File: src/rtl/pe_feeder_if.sv
// Sample stream in, frame bundle out to the butterfly PE.
interface pe_feeder_if #(
    parameter int WIDTH = 32
);
    logic               s_valid;
    logic [2*WIDTH-1:0] s_data;
    logic               s_ready;
    logic [2*WIDTH-1:0] pe_in0;
    logic [2*WIDTH-1:0] pe_in1;
    logic [2*WIDTH-1:0] pe_in2;
    logic [2*WIDTH-1:0] pe_in3;
    logic [2*WIDTH-1:0] pe_tf;
    logic               pe_bypass_n;
    logic               pe_valid;
    logic               res_valid;

    modport slave (
        input  s_valid, s_data,
        output s_ready, pe_in0, pe_in1, pe_in2, pe_in3,
        output pe_tf, pe_bypass_n, pe_valid, res_valid
    );

    modport master (
        output s_valid, s_data,
        input  s_ready, pe_in0, pe_in1, pe_in2, pe_in3,
        input  pe_tf, pe_bypass_n, pe_valid, res_valid
    );
endinterface

File: src/rtl/pe_feeder.sv
// Groups 4 complex samples into a frame and presents it with a twiddle word.
module pe_feeder #(
    parameter int WIDTH = 32,
    parameter int TFAW  = 4
) (
    input  logic               Clk,
    input  logic               Reset_n,
    input  logic               start,
    input  logic               stop,
    input  logic               tf_wr_en,
    input  logic [TFAW-1:0]    tf_wr_addr,
    input  logic [2*WIDTH-1:0] tf_wr_data,
    input  logic               bypass_n_cfg,
    output logic               busy,
    pe_feeder_if.slave         bus
);
    typedef enum logic [1:0] {LOAD, RUN, DRAIN} state_t;

    state_t             state;
    state_t             state_nxt;
    logic [1:0]         slot_cnt;
    logic [TFAW-1:0]    tf_idx;
    logic [2*WIDTH-1:0] tab [2**TFAW];
    logic [2*WIDTH-1:0] slot [3];
    logic [2:0]         dly;
    logic               acc;
    logic               fire;

    assign bus.s_ready   = (state != LOAD);
    assign busy          = (state != LOAD);
    assign acc           = bus.s_valid && bus.s_ready;
    assign fire          = acc && (slot_cnt == 2'd3);
    assign bus.res_valid = dly[2];

    always_comb begin
        state_nxt = state;
        unique case (state)
            LOAD:    if (start) state_nxt = RUN;
            RUN:     if (stop) state_nxt = (slot_cnt == 2'd0) ? LOAD : DRAIN;
            DRAIN:   if (fire) state_nxt = LOAD;
            default: state_nxt = LOAD;
        endcase
    end

    always_ff @(posedge Clk) begin
        if (!Reset_n) state <= LOAD;
        else          state <= state_nxt;
    end

    always_ff @(posedge Clk) begin
        if (!Reset_n) begin
            slot_cnt <= '0;
            tf_idx   <= '0;
        end else if (state == LOAD) begin
            if (start) begin
                slot_cnt <= '0;
                tf_idx   <= '0;
            end
        end else if (acc) begin
            slot_cnt <= slot_cnt + 2'd1;
            if (fire) tf_idx <= tf_idx + 1'b1;
        end
    end

    // Slot 3 goes straight to the present registers, so only 0..2 are held.
    always_ff @(posedge Clk) begin
        if (!Reset_n) begin
            for (int i = 0; i < 3; i++) slot[i] <= '0;
        end else begin
            for (int i = 0; i < 3; i++)
                if (acc && slot_cnt == 2'(i)) slot[i] <= bus.s_data;
        end
    end

    always_ff @(posedge Clk) begin
        if (!Reset_n) begin
            bus.pe_in0      <= '0;
            bus.pe_in1      <= '0;
            bus.pe_in2      <= '0;
            bus.pe_in3      <= '0;
            bus.pe_tf       <= '0;
            bus.pe_bypass_n <= 1'b0;
            bus.pe_valid    <= 1'b0;
            dly             <= '0;
        end else begin
            bus.pe_valid <= fire;
            dly          <= {dly[1:0], bus.pe_valid};
            if (fire) begin
                bus.pe_in0      <= slot[0];
                bus.pe_in1      <= slot[1];
                bus.pe_in2      <= slot[2];
                bus.pe_in3      <= bus.s_data;
                bus.pe_tf       <= tab[tf_idx];
                bus.pe_bypass_n <= bypass_n_cfg;
            end
        end
    end

    // Table survives reset; writable only while idle.
    always_ff @(posedge Clk) begin
        if (state == LOAD && tf_wr_en) tab[tf_wr_addr] <= tf_wr_data;
    end
endmodule

File: src/flat_wrapper.sv
// flat-port wrapper written by rule: the top's interface ports become plain ports
module pe_feeder_flat 
#(
    parameter int WIDTH = 32,
    parameter int TFAW  = 4
)
  (Clk, Reset_n, start, stop, tf_wr_en, tf_wr_addr, tf_wr_data, bypass_n_cfg, busy, bus_s_valid, bus_s_data, bus_s_ready, bus_pe_in0, bus_pe_in1, bus_pe_in2, bus_pe_in3, bus_pe_tf, bus_pe_bypass_n, bus_pe_valid, bus_res_valid);
  pe_feeder_if #(.WIDTH(WIDTH)) bus_i ();
  input  logic Clk;
  input  logic Reset_n;
  input  logic start;
  input  logic stop;
  input  logic tf_wr_en;
  input  logic [TFAW-1:0] tf_wr_addr;
  input  logic [2*WIDTH-1:0] tf_wr_data;
  input  logic bypass_n_cfg;
  output logic busy;
  input wire logic [$bits(bus_i.s_valid)-1:0] bus_s_valid;
  input wire logic [$bits(bus_i.s_data)-1:0] bus_s_data;
  output wire logic [$bits(bus_i.s_ready)-1:0] bus_s_ready;
  output wire logic [$bits(bus_i.pe_in0)-1:0] bus_pe_in0;
  output wire logic [$bits(bus_i.pe_in1)-1:0] bus_pe_in1;
  output wire logic [$bits(bus_i.pe_in2)-1:0] bus_pe_in2;
  output wire logic [$bits(bus_i.pe_in3)-1:0] bus_pe_in3;
  output wire logic [$bits(bus_i.pe_tf)-1:0] bus_pe_tf;
  output wire logic [$bits(bus_i.pe_bypass_n)-1:0] bus_pe_bypass_n;
  output wire logic [$bits(bus_i.pe_valid)-1:0] bus_pe_valid;
  output wire logic [$bits(bus_i.res_valid)-1:0] bus_res_valid;
  assign bus_i.s_valid = bus_s_valid;
  assign bus_i.s_data = bus_s_data;
  assign bus_s_ready = bus_i.s_ready;
  assign bus_pe_in0 = bus_i.pe_in0;
  assign bus_pe_in1 = bus_i.pe_in1;
  assign bus_pe_in2 = bus_i.pe_in2;
  assign bus_pe_in3 = bus_i.pe_in3;
  assign bus_pe_tf = bus_i.pe_tf;
  assign bus_pe_bypass_n = bus_i.pe_bypass_n;
  assign bus_pe_valid = bus_i.pe_valid;
  assign bus_res_valid = bus_i.res_valid;
  pe_feeder #(.WIDTH(WIDTH), .TFAW(TFAW)) u_core (.Clk(Clk), .Reset_n(Reset_n), .start(start), .stop(stop), .tf_wr_en(tf_wr_en), .tf_wr_addr(tf_wr_addr), .tf_wr_data(tf_wr_data), .bypass_n_cfg(bypass_n_cfg), .busy(busy), .bus(bus_i));
endmodule
File: config.mk
export PLATFORM = sky130hd
export DESIGN_NAME = pe_feeder_flat
export DESIGN_NICKNAME = d
export VERILOG_FILES = /design/src/rtl/pe_feeder_if.sv /design/src/rtl/pe_feeder.sv /design/src/flat_wrapper.sv
export SDC_FILE = /design/constraint.sdc
export NUM_CORES = 2
export LEC_CHECK = 0
export ABC_AREA = 0
export BUFFER_PORTS_ARGS = -buffer_cell sky130_fd_sc_hd__buf_4
export CORE_ASPECT_RATIO = 1.75
export CORE_UTILIZATION = 45
export CTS_BUF_LIST = sky130_fd_sc_hd__clkbuf_8
export DETAILED_ROUTE_END_ITERATION = 10
export PLACE_DENSITY_LB_ADDON = 0.12
export SLEW_MARGIN = 5
export SYNTH_ARGS = -nofsm -noshare
export SYNTH_HDL_FRONTEND = slang
export SYNTH_SLANG_ARGS = --single-unit
File: constraint.sdc
create_clock -name Clk -period 7.6 [get_ports Clk]
set_input_delay 1.52 -clock Clk [delete_from_list [all_inputs] [get_ports Clk]]
set_output_delay 1.52 -clock Clk [all_outputs]
set_load 0.01 [all_outputs]
### Yosys cells after proc, flatten, opt, wreduce, memory -nomap -nowiden

Memories as Yosys holds them, arrays and structs flattened. A register that Yosys moved wholly into a read port is not among the register bits.
Cells that the tools add are included.

* bitwise logic cells: 3
* shift-type cells: 0
* div/mod/pow operators: 0
* order comparisons: 0
* $mul: 0
* add/subtract/negate cells: 2
* muxes and demuxes: 27
* equality and inequality tests: 8
* reductions and logical operators: 18

Operators by type and width (number)
* $mux W64: 3
* $mux W4: 4
* $mux W2: 7
* $mux W1: 12
* $eq A2 B2 Y1 const B: 3
* $logic_and A1 B1 Y1: 6
* $pmux W2 S3: 1
* $reduce_and A3 Y1: 2
* $reduce_bool A2 Y1: 3
* $add A4 B1 Y4 const B: 1
* $eq A2 B1 Y1 const B: 2
* $logic_not A1 Y1: 4
* $logic_not A2 Y1: 2
* $ne A2 B2 Y1 const B: 2
* $or A1 B1 Y1: 3
* $add A2 B1 Y2 const B: 1
* $ne A2 B1 Y1 const B: 1
* $reduce_and A2 Y1: 1

* RAM bits: 1216
* ROM bits: 0
* bits of input ports: 139
* latch bits: 0
* memories: 2
* output and inout bits: 325
* register bits after elaboration: 77

Memory list
* u_core.tab: words 16, bits a word 64, read ports 1, clocked after Yosys merged registers in 1, wr ports 1, RTL line pe_feeder.sv:23 `logic [2*WIDTH-1:0] tab [2**TFAW];`
* u_core.slot: words 3, bits a word 64, read ports 3, clocked after Yosys merged registers in 3, wr ports 3, RTL line pe_feeder.sv:24 `logic [2*WIDTH-1:0] slot [3];`

### Longest topological paths before layout

* depth after elaboration: 7
* depth in mapped cells: 8
* depth with buffers taken out: 5

### Worst setup path after synthesis

No wires, ideal clock.

* path kind: input port to flip-flop
* start: input port tf_wr_en
* end: memory u_core.tab[0][0] (netlist bit), enable pin
* buffers on the path: 0
* setup slack: 0.330 ns
* setup time: 0.565 ns
* data arrival time: 6.704 ns
* stages: 3
* data required time: 7.035 ns
* path through: or3b_2 > or3_1 > nor3_1

* longest elaborated chain between the ends: 3

RTL lines
* start: declaration: RTL line flat_wrapper.sv:13 `input logic tf_wr_en;`
* $logic_and A1 B1 Y1: RTL line pe_feeder.sv:101 `if (state == LOAD && tf_wr_en) tab[tf_wr_addr] <= tf_wr_data;`
* $mux W1: RTL line pe_feeder.sv:101
* $mux W1 (implied by the code): RTL line pe_feeder.sv:101
* end: declaration: RTL line pe_feeder.sv:23

No other way between the ends.

### Worst setup path after layout

* start: input port tf_wr_en
* end: memory u_core.tab[9][6] (netlist bit), enable pin

The elaborated chain is that of the path after synthesis.

==> results.sh <==
export IMPL_status="completed"
export IMPL_setup_viol=0
export IMPL_grt_pass1_vias=32500
export IMPL_viasPerCell=5.38
export IMPL_grt_setup_unrepaired="false"
export IMPL_yosysUniqueCellTypes=38
export IMPL_cts_buffer_depth=3
export IMPL_wirelength_mm=148
export IMPL_chipHeight_um=473
export IMPL_nFillCells=10700
export IMPL_io_pins=464
export IMPL_grt_pass1_wl_mm=215
export IMPL_synth_top_cells_by_area="edfxtp_1, dfxtp_1, mux2i_1"
export IMPL_cp_arrival_ps=4180
export IMPL_worstSetupStartpointType="input pin"
export IMPL_synth_common_cells="edfxtp_1, nand2_1, mux2i_1"
export IMPL_h_tree_depth=4
export IMPL_cts_tree="built"
export IMPL_hold_viol=0
export IMPL_synth_async_reset_ratio=0
export IMPL_grt_use_total=0.229
export IMPL_drive_above_1_share=0.212
export IMPL_yosys_area_top_type="edfxtp_1"
export IMPL_ff_latch_area_mm2=0.0432
export IMPL_syn_to_final_growth_pct=16.3
export IMPL_routedWlPerCell_um=24.6
export IMPL_slew_limit_headroom=0.167
export IMPL_dieArea_mm2=0.128
export IMPL_rows=172
export IMPL_synth_most_common_cell="edfxtp_1"
export IMPL_max_freq_ghz=0.273
export IMPL_ctsHoldBuffers=0
export IMPL_multiInputGateArea_mm2=0.0126
export IMPL_firstDrtPassIters=5
export IMPL_synth_top_area_share=0.641
export IMPL_root_buffer="clkbuf_8"
export IMPL_cts_setup_buffers=0
export IMPL_finalCritPeriodShare=0.482
export IMPL_ctsResizeCount=0
export IMPL_nets=4309
export IMPL_antenna_found_initial=9
export IMPL_cts_buffers_inserted=214
export IMPL_total_power_mw=15.9
export IMPL_worst_pin_slew_ps=1250
export IMPL_powerDensity_mw_per_mm2=241
export IMPL_yosysWarnings=0
export IMPL_worst_endpoint_required_ps=8120
export IMPL_routabilityCongestion=0.782
export IMPL_ys_seq_area_frac=0.759
export IMPL_tns_ps=0
export IMPL_crit_type="in2reg"
export IMPL_drtAntennaViolNets=0
export IMPL_p_leak_nw=21.7
export IMPL_grt_overflow_total=0
export IMPL_path_clk_slew_ps=70
export IMPL_synth_edf_count=1216
export IMPL_synth_area_per_cell_um2=15.5
export IMPL_setup_worst_path_end_class="flop"
export IMPL_finClkSkew_ps=38.8
export IMPL_drt_initial_drc_count=1870
export IMPL_num_vias=32300
export IMPL_hpwl_mm=87.9
export IMPL_clock_sinks=1549
export IMPL_drc=0
export IMPL_fin_ws_ps=3930
export IMPL_min_path_type="reg2reg"
export IMPL_syn_cell_area_mm2=0.0569
export IMPL_min_period_ps=3670
export IMPL_place_port_buffers=463
export IMPL_path_max_fanout=34
export IMPL_cap_viol_max_count=0
export IMPL_synth_fp_nets=3818
export IMPL_start_util=0.454
export IMPL_fin_cells=6009
export IMPL_die_w_um=271
export IMPL_core_mm2=0.125
export IMPL_dp_cells=5602
export IMPL_synth_seq_cells=1549
export IMPL_grt_max_degree=150
export IMPL_worstSkewPairLatency_ps=910
export IMPL_drv_slew=0
export IMPL_ys_flop_type="edfxtp_1"
export IMPL_peakVddDrop_uv=162
export IMPL_synthCells=3674
export IMPL_pre_cts_ws_ps=3020
==> power by group <==
part / switching [mW] / internal, mW / total (mW)
Clock: 3.07 / 3.25 / 6.32
Combinational: 0.249 / 0.0761 / 0.325
Sequential: 0.0316 / 9.25 / 9.28
==> final timing paths <==
check | slack (ps) | to | cells after the start | startpoint
max | 3930 | u_core.tab[9][6]$_DFFE_PP_ | 6 | tf_wr_en
min | 430 | u_core.dly[1]$_SDFF_PN0_ | 1 | u_core.dly[0]$_SDFF_PN0_
max reg2reg | 4040 | u_core.bus.pe_tf[0]$_SDFFE_PN0P_ | 6 | u_core.tf_idx[1]$_SDFFE_PN0P_
min reg2reg | 430 | u_core.dly[1]$_SDFF_PN0_ | 1 | u_core.dly[0]$_SDFF_PN0_
==> metal layers <==
layer / track usage / up-vias / wire length [um]
met5: 0 / - / 31
met4: 0.0680 / 4 / 3370
met3: 0.0469 / 208 / 8160
met2: 0.423 / 936 / 79600
met1: 0.265 / 16400 / 56400
li1: - / 14800 / -
==> flip-flops by register name, summed over array words and instances, names as in the netlist, 4 cells and up <==
name	flops
u_core.bus.pe_in1	64
u_core.tf_idx	4
u_core.bus.pe_tf	64
u_core.slot	192
u_core.bus.pe_in3	64
u_core.tab	1024
u_core.bus.pe_in2	64
u_core.bus.pe_in0	64
==> through the flow <==
stage                util  area [um2]  hold slack [ps]
finish              0.528       66200              431
global route        0.528       66200              459
CTS                 0.528       66200              441
detailed placement  0.493       61900              423
global placement    0.493       61900              417
floorplan               -       56900              412
==> area by class of cell <==
class / instances / share of cell area
flip-flops and latches: 1549 / 0.652
multi-input cells: 1883 / 0.191
well taps: 1653 / 0.0312
diodes: 6 / 0.000227
clock buffers: 259 / 0.0538
repair buffers: 513 / 0.0599
clock inverters: 142 / 0.0112
inverters: 4 / 0.000340
==> critical path, stage by stage <==
cell     delay, ps
buf_4          110
or3b_2         500
nor2_1         130
nand2_1        230
nor2_4        1020
buf_4          600
==> cell usage in the layout (no fill, tap or decap), types with 2 or more instances in the layout <==
| cell | instances |
|---|---|
| a22oi_1 | 64 |
| a21oi_1 | 336 |
| nand4_1 | 66 |
| o21ai_1 | 20 |
| diode_2 | 6 |
| nor2_4 | 13 |
| ha_1 | 5 |
| edfxtp_1 | 1216 |
| a221oi_1 | 39 |
| o21ai_0 | 39 |
| mux4_2 | 64 |
| inv_8 | 2 |
| nor2_1 | 8 |
| dfxtp_4 | 4 |
| clkinv_2 | 21 |
| inv_1 | 88 |
| nand3_1 | 4 |
| buf_4 | 504 |
| bufinv_16 | 5 |
| clkinvlp_4 | 3 |
| and2_1 | 67 |
| nand2_1 | 660 |
| clkinv_8 | 2 |
| buf_12 | 9 |
| clkinv_1 | 24 |
| dfxtp_1 | 329 |
| nor2b_4 | 2 |
| a221oi_2 | 20 |
| xor2_1 | 2 |
| nor3_2 | 4 |
| nand2_4 | 4 |
| nand2b_1 | 8 |
| mux2i_1 | 384 |
| a31oi_1 | 64 |
| clkbuf_8 | 259 |
==> cells by family after synthesis <==
kind of cell,after synthesis,share of synthesized area
AO/OA/AOI/OAI,585,0.0619
XOR/XNOR,2,0.000308
adder cells (fa/ha/maj),5,0.00110
multiplexers,448,0.0928
flip-flops,1549,0.759
AND/OR/NAND/NOR,843,0.0625
buffers and inverters,242,0.0228
Note: power is estimated with default switching activity, not from simulation.
